$ cat src/rtl/riscv_register_memory.sv
// EX/MEM boundary register with a two-entry skid buffer: one-cycle latency, full throughput.
// o_ready comes from registered state only, so a memory-stage stall never reaches execute combinationally.
module riscv_register_memory #(
  parameter int              XLEN          = 32,
  parameter logic [XLEN-1:0] REGISTER_INIT = '0
) (
  input  logic            i_clk,
  input  logic            i_rstn,
  input  logic            i_flush,
  input  logic            i_valid,
  output logic            o_ready,
  input  logic [XLEN-1:0] i_alu_result,
  input  logic [XLEN-1:0] i_store_data,
  input  logic [XLEN-1:0] i_pc,
  input  logic [4:0]      i_rd,
  input  logic            i_rd_we,
  input  logic            i_mem_re,
  input  logic            i_mem_we,
  input  logic [2:0]      i_mem_size,
  output logic            o_valid,
  input  logic            i_ready,
  output logic [XLEN-1:0] o_alu_result,
  output logic [XLEN-1:0] o_store_data,
  output logic [XLEN-1:0] o_pc,
  output logic [4:0]      o_rd,
  output logic            o_rd_we,
  output logic            o_mem_re,
  output logic            o_mem_we,
  output logic [2:0]      o_mem_size
);

  typedef struct packed {
    logic [XLEN-1:0] alu_result;
    logic [XLEN-1:0] store_data;
    logic [XLEN-1:0] pc;
    logic [4:0]      rd;
    logic            rd_we;
    logic            mem_re;
    logic            mem_we;
    logic [2:0]      mem_size;
  } entry_t;

  typedef enum logic [1:0] {
    EMPTY = 2'd0,
    FULL  = 2'd1,
    SKID  = 2'd2
  } state_t;

  localparam entry_t ENTRY_INIT = '{
    alu_result: REGISTER_INIT,
    store_data: REGISTER_INIT,
    pc:         REGISTER_INIT,
    rd:         REGISTER_INIT[4:0],
    rd_we:      1'b0,
    mem_re:     1'b0,
    mem_we:     1'b0,
    mem_size:   REGISTER_INIT[2:0]
  };

  state_t state, next_state;
  entry_t main_q, skid_q, captured;
  logic   accept, issue;
  logic   load_main, load_main_from_skid, load_skid;

  assign o_ready = (state != SKID);
  assign o_valid = (state != EMPTY);
  assign accept  = i_valid & o_ready;
  assign issue   = o_valid & i_ready;

  // Writes to x0 are dropped here so later stages never see a spurious writeback.
  always_comb begin
    captured.alu_result = i_alu_result;
    captured.store_data = i_store_data;
    captured.pc         = i_pc;
    captured.rd         = i_rd;
    captured.rd_we      = i_rd_we & (i_rd != 5'd0);
    captured.mem_re     = i_mem_re;
    captured.mem_we     = i_mem_we;
    captured.mem_size   = i_mem_size;
  end

  always_comb begin
    next_state          = state;
    load_main           = 1'b0;
    load_main_from_skid = 1'b0;
    load_skid           = 1'b0;
    case (state)
      EMPTY: begin
        if (accept) begin
          next_state = FULL;
          load_main  = 1'b1;
        end
      end
      FULL: begin
        if (accept && issue) begin
          load_main = 1'b1;
        end else if (accept) begin
          next_state = SKID;
          load_skid  = 1'b1;
        end else if (issue) begin
          next_state = EMPTY;
        end
      end
      SKID: begin
        if (issue) begin
          next_state          = FULL;
          load_main_from_skid = 1'b1;
        end
      end
      default: next_state = EMPTY;
    endcase
    // A squash discards the incoming entry too; payload keeps its old value.
    if (i_flush) begin
      next_state          = EMPTY;
      load_main           = 1'b0;
      load_main_from_skid = 1'b0;
      load_skid           = 1'b0;
    end
  end

  always_ff @(posedge i_clk or negedge i_rstn) begin
    if (!i_rstn) begin
      state <= EMPTY;
    end else begin
      state <= next_state;
    end
  end

  always_ff @(posedge i_clk or negedge i_rstn) begin
    if (!i_rstn) begin
      main_q <= ENTRY_INIT;
      skid_q <= ENTRY_INIT;
    end else begin
      if (load_main) begin
        main_q <= captured;
      end else if (load_main_from_skid) begin
        main_q <= skid_q;
      end
      if (load_skid) begin
        skid_q <= captured;
      end
    end
  end

  assign o_alu_result = main_q.alu_result;
  assign o_store_data = main_q.store_data;
  assign o_pc         = main_q.pc;
  assign o_rd         = main_q.rd;
  assign o_mem_size   = main_q.mem_size;
  assign o_rd_we      = main_q.rd_we  & o_valid;
  assign o_mem_re     = main_q.mem_re & o_valid;
  assign o_mem_we     = main_q.mem_we & o_valid;

endmodule

$ cat config.mk
export PLATFORM = sky130hd
export DESIGN_NAME = riscv_register_memory
export DESIGN_NICKNAME = d
export VERILOG_FILES = /design/src/rtl/riscv_register_memory.sv
export SDC_FILE = /design/constraint.sdc
export NUM_CORES = 1
export LEC_CHECK = 0
export ABC_CLOCK_PERIOD_IN_PS = 2050
export CORE_MARGIN = 3
export CORE_UTILIZATION = 50
export CTS_BUF_LIST = sky130_fd_sc_hd__clkbuf_16
export CTS_CLUSTER_DIAMETER = 100
export DETAILED_ROUTE_END_ITERATION = 10
export PLACE_DENSITY = 0.8
export REMOVE_ABC_BUFFERS = 1
export SETUP_SLACK_MARGIN = 0.4
export SLEW_MARGIN = 20
export SYNTH_ARGS = -nofsm -noshare
export SYNTH_HDL_FRONTEND = slang
export SYNTH_SLANG_ARGS = --single-unit
$ cat constraint.sdc
create_clock -name i_clk -period 2.05 [get_ports i_clk]
set_input_delay 0.5125 -clock i_clk [delete_from_list [all_inputs] [get_ports i_clk]]
set_output_delay 0.5125 -clock i_clk [all_outputs]
set_load 0.1 [all_outputs]
==> flow_summary.yaml, run 1 <==
worst_setup_path:
  slowest_delay_ns: 0.53
  cp-end-kind: "flip-flop"
  worstReg2RegEnd: "o_alu_result[28]$_DFFE_PN0P_"
  critPathKind: "in -> reg"
  path_cells: "clkdlybuf4s50_1, nor4bb_4, buf_12, a21oi_4, clkbuf_16, a221o_1"
  reg2reg_slack_ns: 0.15
  path_max_fanout: 21
  cp.required_ns: 2.41
  cpLargestDelayFamily: "buffers and inverters"
  rr_startpoint: "state[0]$_DFFE_PN0P_"
  crit_arrival_ns: 2.26
  cp_num_buf_inv: 3
  rr_worst_depth: 6
  start_kind: "input pin"
  cp_slowest_cell: "clkdlybuf4s50_1"
layout:
  nets: 995
  multiInputGateArea_um2: 3210
  syn_to_final_growth_pct: 43.1
  final_common_cell: "dfrtp_1"
  diodes: 0
  stdcell_count: 1133
  most-common-layout-cells: "210 x dfrtp_1, 109 x clkdlybuf4s50_1, 108 x mux2_2"
  ff_latch_area_um2: 5410
  drive_gt1_share_pct: 38.8
  fillers: 1100
power_and_ir_drop:
  p_sw_mw: 6.04
  p_int_mw: 9.89
  comb_power_share_pct: 37.2
  peakVddDrop_v: 0.000806
  leakagePower_nw: 6.18
  seqPwrFrac_pct: 37.7
  power_mw: 15.9
  swShare_pct: 37.9
  power.density_nw_per_um2: 1160
  power_frac_clock_pct: 25.0
job:
  maxCapViolations: 0
clock_tree:
  cts.sinks: 216
  cts_tree: "done"
  clk_root_buffer_cell: "clkbuf_16"
  worstSkewPairLatency_ns: 0.50
  path_clk_slew_ns: 0.06
  numCtsBuffers: 22
  htree_levels: 1
  clock_path_buffers: 3
timing:
  drv_slew: 0
  rsz0062_at_grt: "yes"
  relSlewSlack_pct: 74.2
  finalCritPeriodShare_pct: 92.6
  worstMarginPinSlew_ns: 0.388
  hold_violations: 0
  setup_slack_ns: 0.151
  setup_viol: 0
  finClkSkew_ns: 0.0162
  fmax_mhz: 527
  fin_crit_ns: 1.90
  finalSetupTns_ns: 0
outcome:
  status: "finished clean"
routing:
  vias_per_cell: 5.86
  drcViolationCount: 0
  drtIter0Drc: 312
  routed_wl_mm: 26.6
  wl_per_cell_um: 23.5
  vias: 6644
  first_pass_iters: 4
  ant_nets: 0
logic_synthesis:
  ys_seq_area_share_pct: 56.4
  synth_ff_type: "dfrtp_1"
  postSynthAreaPerCell_um2: 13.5
  yosysWarnings: 0
  synth_area_um2: 9590
  synth_edf_count: 0
  syn_inst: 711
  synth-seq-cells: 216
  synthArstFlopShare_pct: 100
  ys_types: 28
grt:
  grt_pass1_vias: 6764
  grt_max_degree: 55
  grt-ovfl-total: 0
  grt_pass1_wl_mm: 36.8
  grt_usage_pct: 22.3
  grt_antenna_before_repair: 1
min_path:
  hp-start: "skid_q[0]$_DFFE_PN0P_"
  hold_end: "skid_q[0]$_DFFE_PN0P_"
  hp-class: "reg -> reg"
  whs_path_depth: 1
placed_design:
  hpwl_mm: 14.9
  portBuffers: 220
  dp.cells: 1047
  preCtsSetupSlack_ns: -0.333
  gp_congestion: 0.791
floorplan:
  die_x_um: 145
  io_pins: 221
  fp.dieH_um: 145
  die_area_um2: 20900
  fp-row-count: 50
  initial_core_util_pct: 51.1
  core_area_um2: 18800
==> area by class of cell <==
| cell class | instances | share of cell area [%] |
|---|---|---|
| Sequential cell | 216 | 39.4 |
| Timing Repair Buffer | 297 | 29.9 |
| Multi-Input combinational cell | 344 | 23.4 |
| Clock buffer | 23 | 4.19 |
| Tap cell | 234 | 2.13 |
| Clock inverter | 17 | 0.975 |
| Inverter | 2 | 0.0547 |
==> how the worst max path moves through the flow <==
stage / start / end / slack (ns) / depth (start not counted)
global route: state[0]$_DFFE_PN0P_ / o_alu_result[28]$_DFFE_PN0P_ / 0.12 / 6
CTS: state[1]$_DFFE_PN0P_ / o_rd_we / 0.16 / 3
finish: i_ready / o_alu_result[28]$_DFFE_PN0P_ / 0.15 / 6
detailed placement: i_ready / o_store_data[22]$_DFFE_PN0P_ / -0.33 / 5
floorplan: i_flush / main_q[3]$_DFFE_PN0P_ / -7.78 / 3
global placement: i_ready / o_store_data[22]$_DFFE_PN0P_ / -0.31 / 5
==> state kept, by name, indices dropped and copies added, names as in the netlist <==
register / cells
skid_q: 107
o_alu_result: 32
o_pc: 32
o_store_data: 32
o_rd: 5
main_q: 3
o_mem_size: 3
state: 2
==> cell usage after synthesis, types with 2 or more instances <==
library cell,count,area share [%]
and2_1,74,4.8
clkbuf_1,16,0.63
inv_1,2,0.078
a221o_1,103,11
nand2b_1,3,0.20
buf_4,109,8.5
a21oi_1,2,0.10
nor2b_1,3,0.20
mux2_2,109,13
mux2i_1,3,0.31
and2_0,29,1.9
mux2_1,3,0.35
dfrtp_1,216,56
buf_2,16,0.83
nand2_1,3,0.12
buf_6,8,0.94
==> stage by stage <==
step | area (um^2) | util, % | hold slack [ns]
detailed placement | 11300 | 60.2 | 0.472
floorplan | 8540 | - | 0.217
global route | 13700 | 73.1 | 0.511
global placement | 11300 | 60.2 | 0.477
CTS | 12400 | 66.1 | 0.498
finish | 13700 | 73.1 | 0.494
==> per-layer routing <==
layer / up-vias / wire length [um] / track usage, %
li1: 2824 / - / -
met1: 3459 / 10300 / 29.2
met2: 310 / 13700 / 37.6
met3: 49 / 2070 / 5.29
met4: 2 / 551 / 5.69
met5: - / 15 / 0
==> what timing repair did <==
item / 4_1_cts / 5_1_grt
pin swaps: 4 / 0
endpoints found under the hold margin: 35 / 0
hold buffers: 1 / 0
resized for setup: 22 / 266
gates cloned: 7 / 4
buffers inserted: 10 / 24
endpoints found under the setup margin: 316 / 322
==> worst reg2reg max path, delay by kind of cell (launching register included) <==
family / cells / cell delay, ns
AO/OA/AOI/OAI: 2 / 0.42
buffers and inverters: 3 / 0.55
flip-flops: 1 / 0.45
AND/OR/NAND/NOR: 1 / 0.34
==> logic make-up after synthesis <==
| group | Yosys count | share of synthesized area, % |
|---|---|---|
| flops | 216 | 56.4 |
| buf+inv | 151 | 11.0 |
| simple gates | 120 | 8.00 |
| compound gates | 109 | 11.2 |
| mux | 115 | 13.5 |
==> power by group through the flow <==
stage,Combinational (mW),Clock [mW],Sequential (mW)
2_1_floorplan,1.09,0,8.30
3_5_place_dp,5.02,0,5.85
5_1_grt,6.13,4.23,6.10
6_report,5.93,3.99,6.01
4_1_cts,5.10,4.02,5.80
3_3_place_gp,4.92,0,5.79
Note: power is estimated with default switching activity, not from simulation.
==> inputs of run 2 (changes only) <==
--- a/config.mk
+++ b/config.mk
@@ -5,13 +5,13 @@
 export SDC_FILE = /design/constraint.sdc
 export NUM_CORES = 1
 export LEC_CHECK = 0
-export ABC_CLOCK_PERIOD_IN_PS = 2050
+export ABC_CLOCK_PERIOD_IN_PS = 2240
 export CORE_MARGIN = 3
-export CORE_UTILIZATION = 50
+export CORE_UTILIZATION = 54
 export CTS_BUF_LIST = sky130_fd_sc_hd__clkbuf_16
 export CTS_CLUSTER_DIAMETER = 100
 export DETAILED_ROUTE_END_ITERATION = 10
-export PLACE_DENSITY = 0.8
+export PLACE_DENSITY = 0.85
 export REMOVE_ABC_BUFFERS = 1
 export SETUP_SLACK_MARGIN = 0.4
 export SLEW_MARGIN = 20
==> constraint.sdc (replaced) <==
create_clock -name i_clk -period 2.24 [get_ports i_clk]
set_input_delay 0.56 -clock i_clk [delete_from_list [all_inputs] [get_ports i_clk]]
set_output_delay 0.56 -clock i_clk [all_outputs]
set_load 0.1 [all_outputs]
==> run 2 against run 1 <==
Die area down 7.1%; global-route usage rose by 0.70 points; combinational power down 23%; non-clock buffer count shrank 28; first-iteration DRC count is 12% higher; clock skew shrank 0.0099 ns; largest power group unchanged.
==> flow_summary.yaml, run 2 (synthesized netlist as in run 1, its figures left out) <==
grt:
  grt_max_degree: 57
  grt-ovfl-total: 0
  grt_antenna_before_repair: 1
  grt_pass1_vias: 6829
  grt_usage_pct: 23.0
  grt_pass1_wl_mm: 36.8
timing:
  relSlewSlack_pct: 66.2
  finalSetupTns_ns: 0
  drv_slew: 0
  hold_violations: 0
  fin_crit_ns: 1.98
  setup_viol: 0
  setup_slack_ns: 0.262
  finClkSkew_ns: 0.00635
  worstMarginPinSlew_ns: 0.508
  rsz0062_at_grt: "yes"
  fin_hold_ws_ns: 0.0336
  fmax_mhz: 506
  finalCritPeriodShare_pct: 88.3
power_and_ir_drop:
  peakVddDrop_v: 0.000806
  power_frac_clock_pct: 29.2
  power.density_nw_per_um2: 1140
  leakagePower_nw: 5.67
  p_sw_mw: 5.22
  power_mw: 14.0
  seqPwrFrac_pct: 37.9
  swShare_pct: 37.3
  comb_power_share_pct: 32.8
  p_int_mw: 8.78
routing:
  drcViolationCount: 0
  wl_per_cell_um: 20.6
  drtIter0Drc: 349
  first_pass_iters: 4
  vias_per_cell: 5.72
  routed_wl_mm: 22.6
  vias: 6289
  ant_nets: 0
layout:
  fin_util_pct: 70.9
  design_area_um2: 12300
  final_common_cell: "dfrtp_1"
  stdcell_count: 1100
  syn_to_final_growth_pct: 28.2
  nets: 969
  most-common-layout-cells: "214 x dfrtp_1, 135 x buf_4, 109 x mux2_2"
  fillers: 1116
  largest_reg_flops: 107
  regMostFlops: "skid_q"
  drive_gt1_share_pct: 35.9
clock_tree:
  cts_tree: "done"
  numCtsBuffers: 24
  clk_root_buffer_cell: "clkbuf_16"
  path_clk_slew_ns: 0.06
  htree_levels: 1
  worstSkewPairLatency_ns: 0.50
  cts.sinks: 216
  clock_path_buffers: 3
placed_design:
  placed_cell_area_um2: 11300
  gp_congestion: 0.782
  preCtsSetupSlack_ns: -0.247
  dp.cells: 1044
  hpwl_mm: 14.6
  portBuffers: 220
job:
  maxCapViolations: 0
worst_setup_path:
  start_kind: "flip-flop"
  rr_startpoint: "state[1]$_DFFE_PN0P_"
  cp_num_buf_inv: 2
  path_cells: "nor2_4, inv_1, buf_12"
  critPathKind: "reg -> out"
  reg2reg_slack_ns: 0.37
  slowest_delay_ns: 0.44
  rr_worst_depth: 7
  crit_arrival_ns: 1.42
  path_max_fanout: 4
  cp.required_ns: 1.68
  cp_slowest_cell: "dfrtp_2"
  cpLargestDelayFamily: "flip-flops"
  cp-end-kind: "primary output"
  worstReg2RegEnd: "o_mem_size[0]$_DFFE_PN0P_"
outcome:
  status: "finished clean"
floorplan:
  die_area_um2: 19400
  initial_core_util_pct: 55.3
  io_pins: 221
  fp.dieH_um: 139
  fp-row-count: 48
  core_area_um2: 17400
  die_x_um: 139
min_path:
  hp-class: "in -> async"
-- run 2: timing repair --
item                       in CTS  in global routing
setup buffers                   9                  1
pin swaps                       3                  1
hold buffers                    0                  0
setup endpoints to repair     214                112
gates resized for setup        10                  0
gates cloned                    2                  0
-- run 2: worst max path at each step --
stage	end	cells after the start	startpoint
2_1_floorplan	main_q[3]$_DFFE_PN0P_	3	i_flush
6_report	o_valid	3	state[1]$_DFFE_PN0P_
4_1_cts	o_valid	3	state[1]$_DFFE_PN0P_
3_3_place_gp	o_store_data[30]$_DFFE_PN0P_	5	i_ready
5_1_grt	o_rd_we	3	state[0]$_DFFE_PN0P_
3_5_place_dp	o_store_data[25]$_DFFE_PN0P_	6	i_ready
-- run 2: layer usage --
layer	GRT usage [%]	part of all wire [%]	vias up
met2	38.5	50	241
met4	6.44	2.3	0
li1	-	-	2764
met5	0	0	-
met3	5.60	7.2	44
met1	30.2	41	3240
-- run 2: cell type report --
type | count | area [um^2] | area share [%]
antenna | 1 | 2.50 | 0.0203
clock buffer | 25 | 626 | 5.09
clock inverter | 18 | 206 | 1.68
inverter | 2 | 7.51 | 0.0610
multi-input combinational | 344 | 3170 | 25.8
sequential | 216 | 5410 | 44.0
tap | 225 | 282 | 2.29
timing repair buffer | 269 | 2590 | 21.1
-- run 2: worst register-to-register path, delay by kind of cell, from the launching register on --
| family | cells | cell delay (ns) |
|---|---|---|
| flops | 1 | 0.44 |
| compound gates | 1 | 0.26 |
| simple gates | 2 | 0.33 |
| buf+inv | 4 | 0.73 |
-- run 2: power groups by stage --
stage               logic (mW)  registers [mW]  clock network, mW
finish                    4.59            5.31               4.09
global route              4.77            5.41               4.32
CTS                       4.62            5.30               4.17
detailed placement        4.59            5.33                  0
global placement          4.49            5.28                  0
floorplan                0.995            7.60                  0
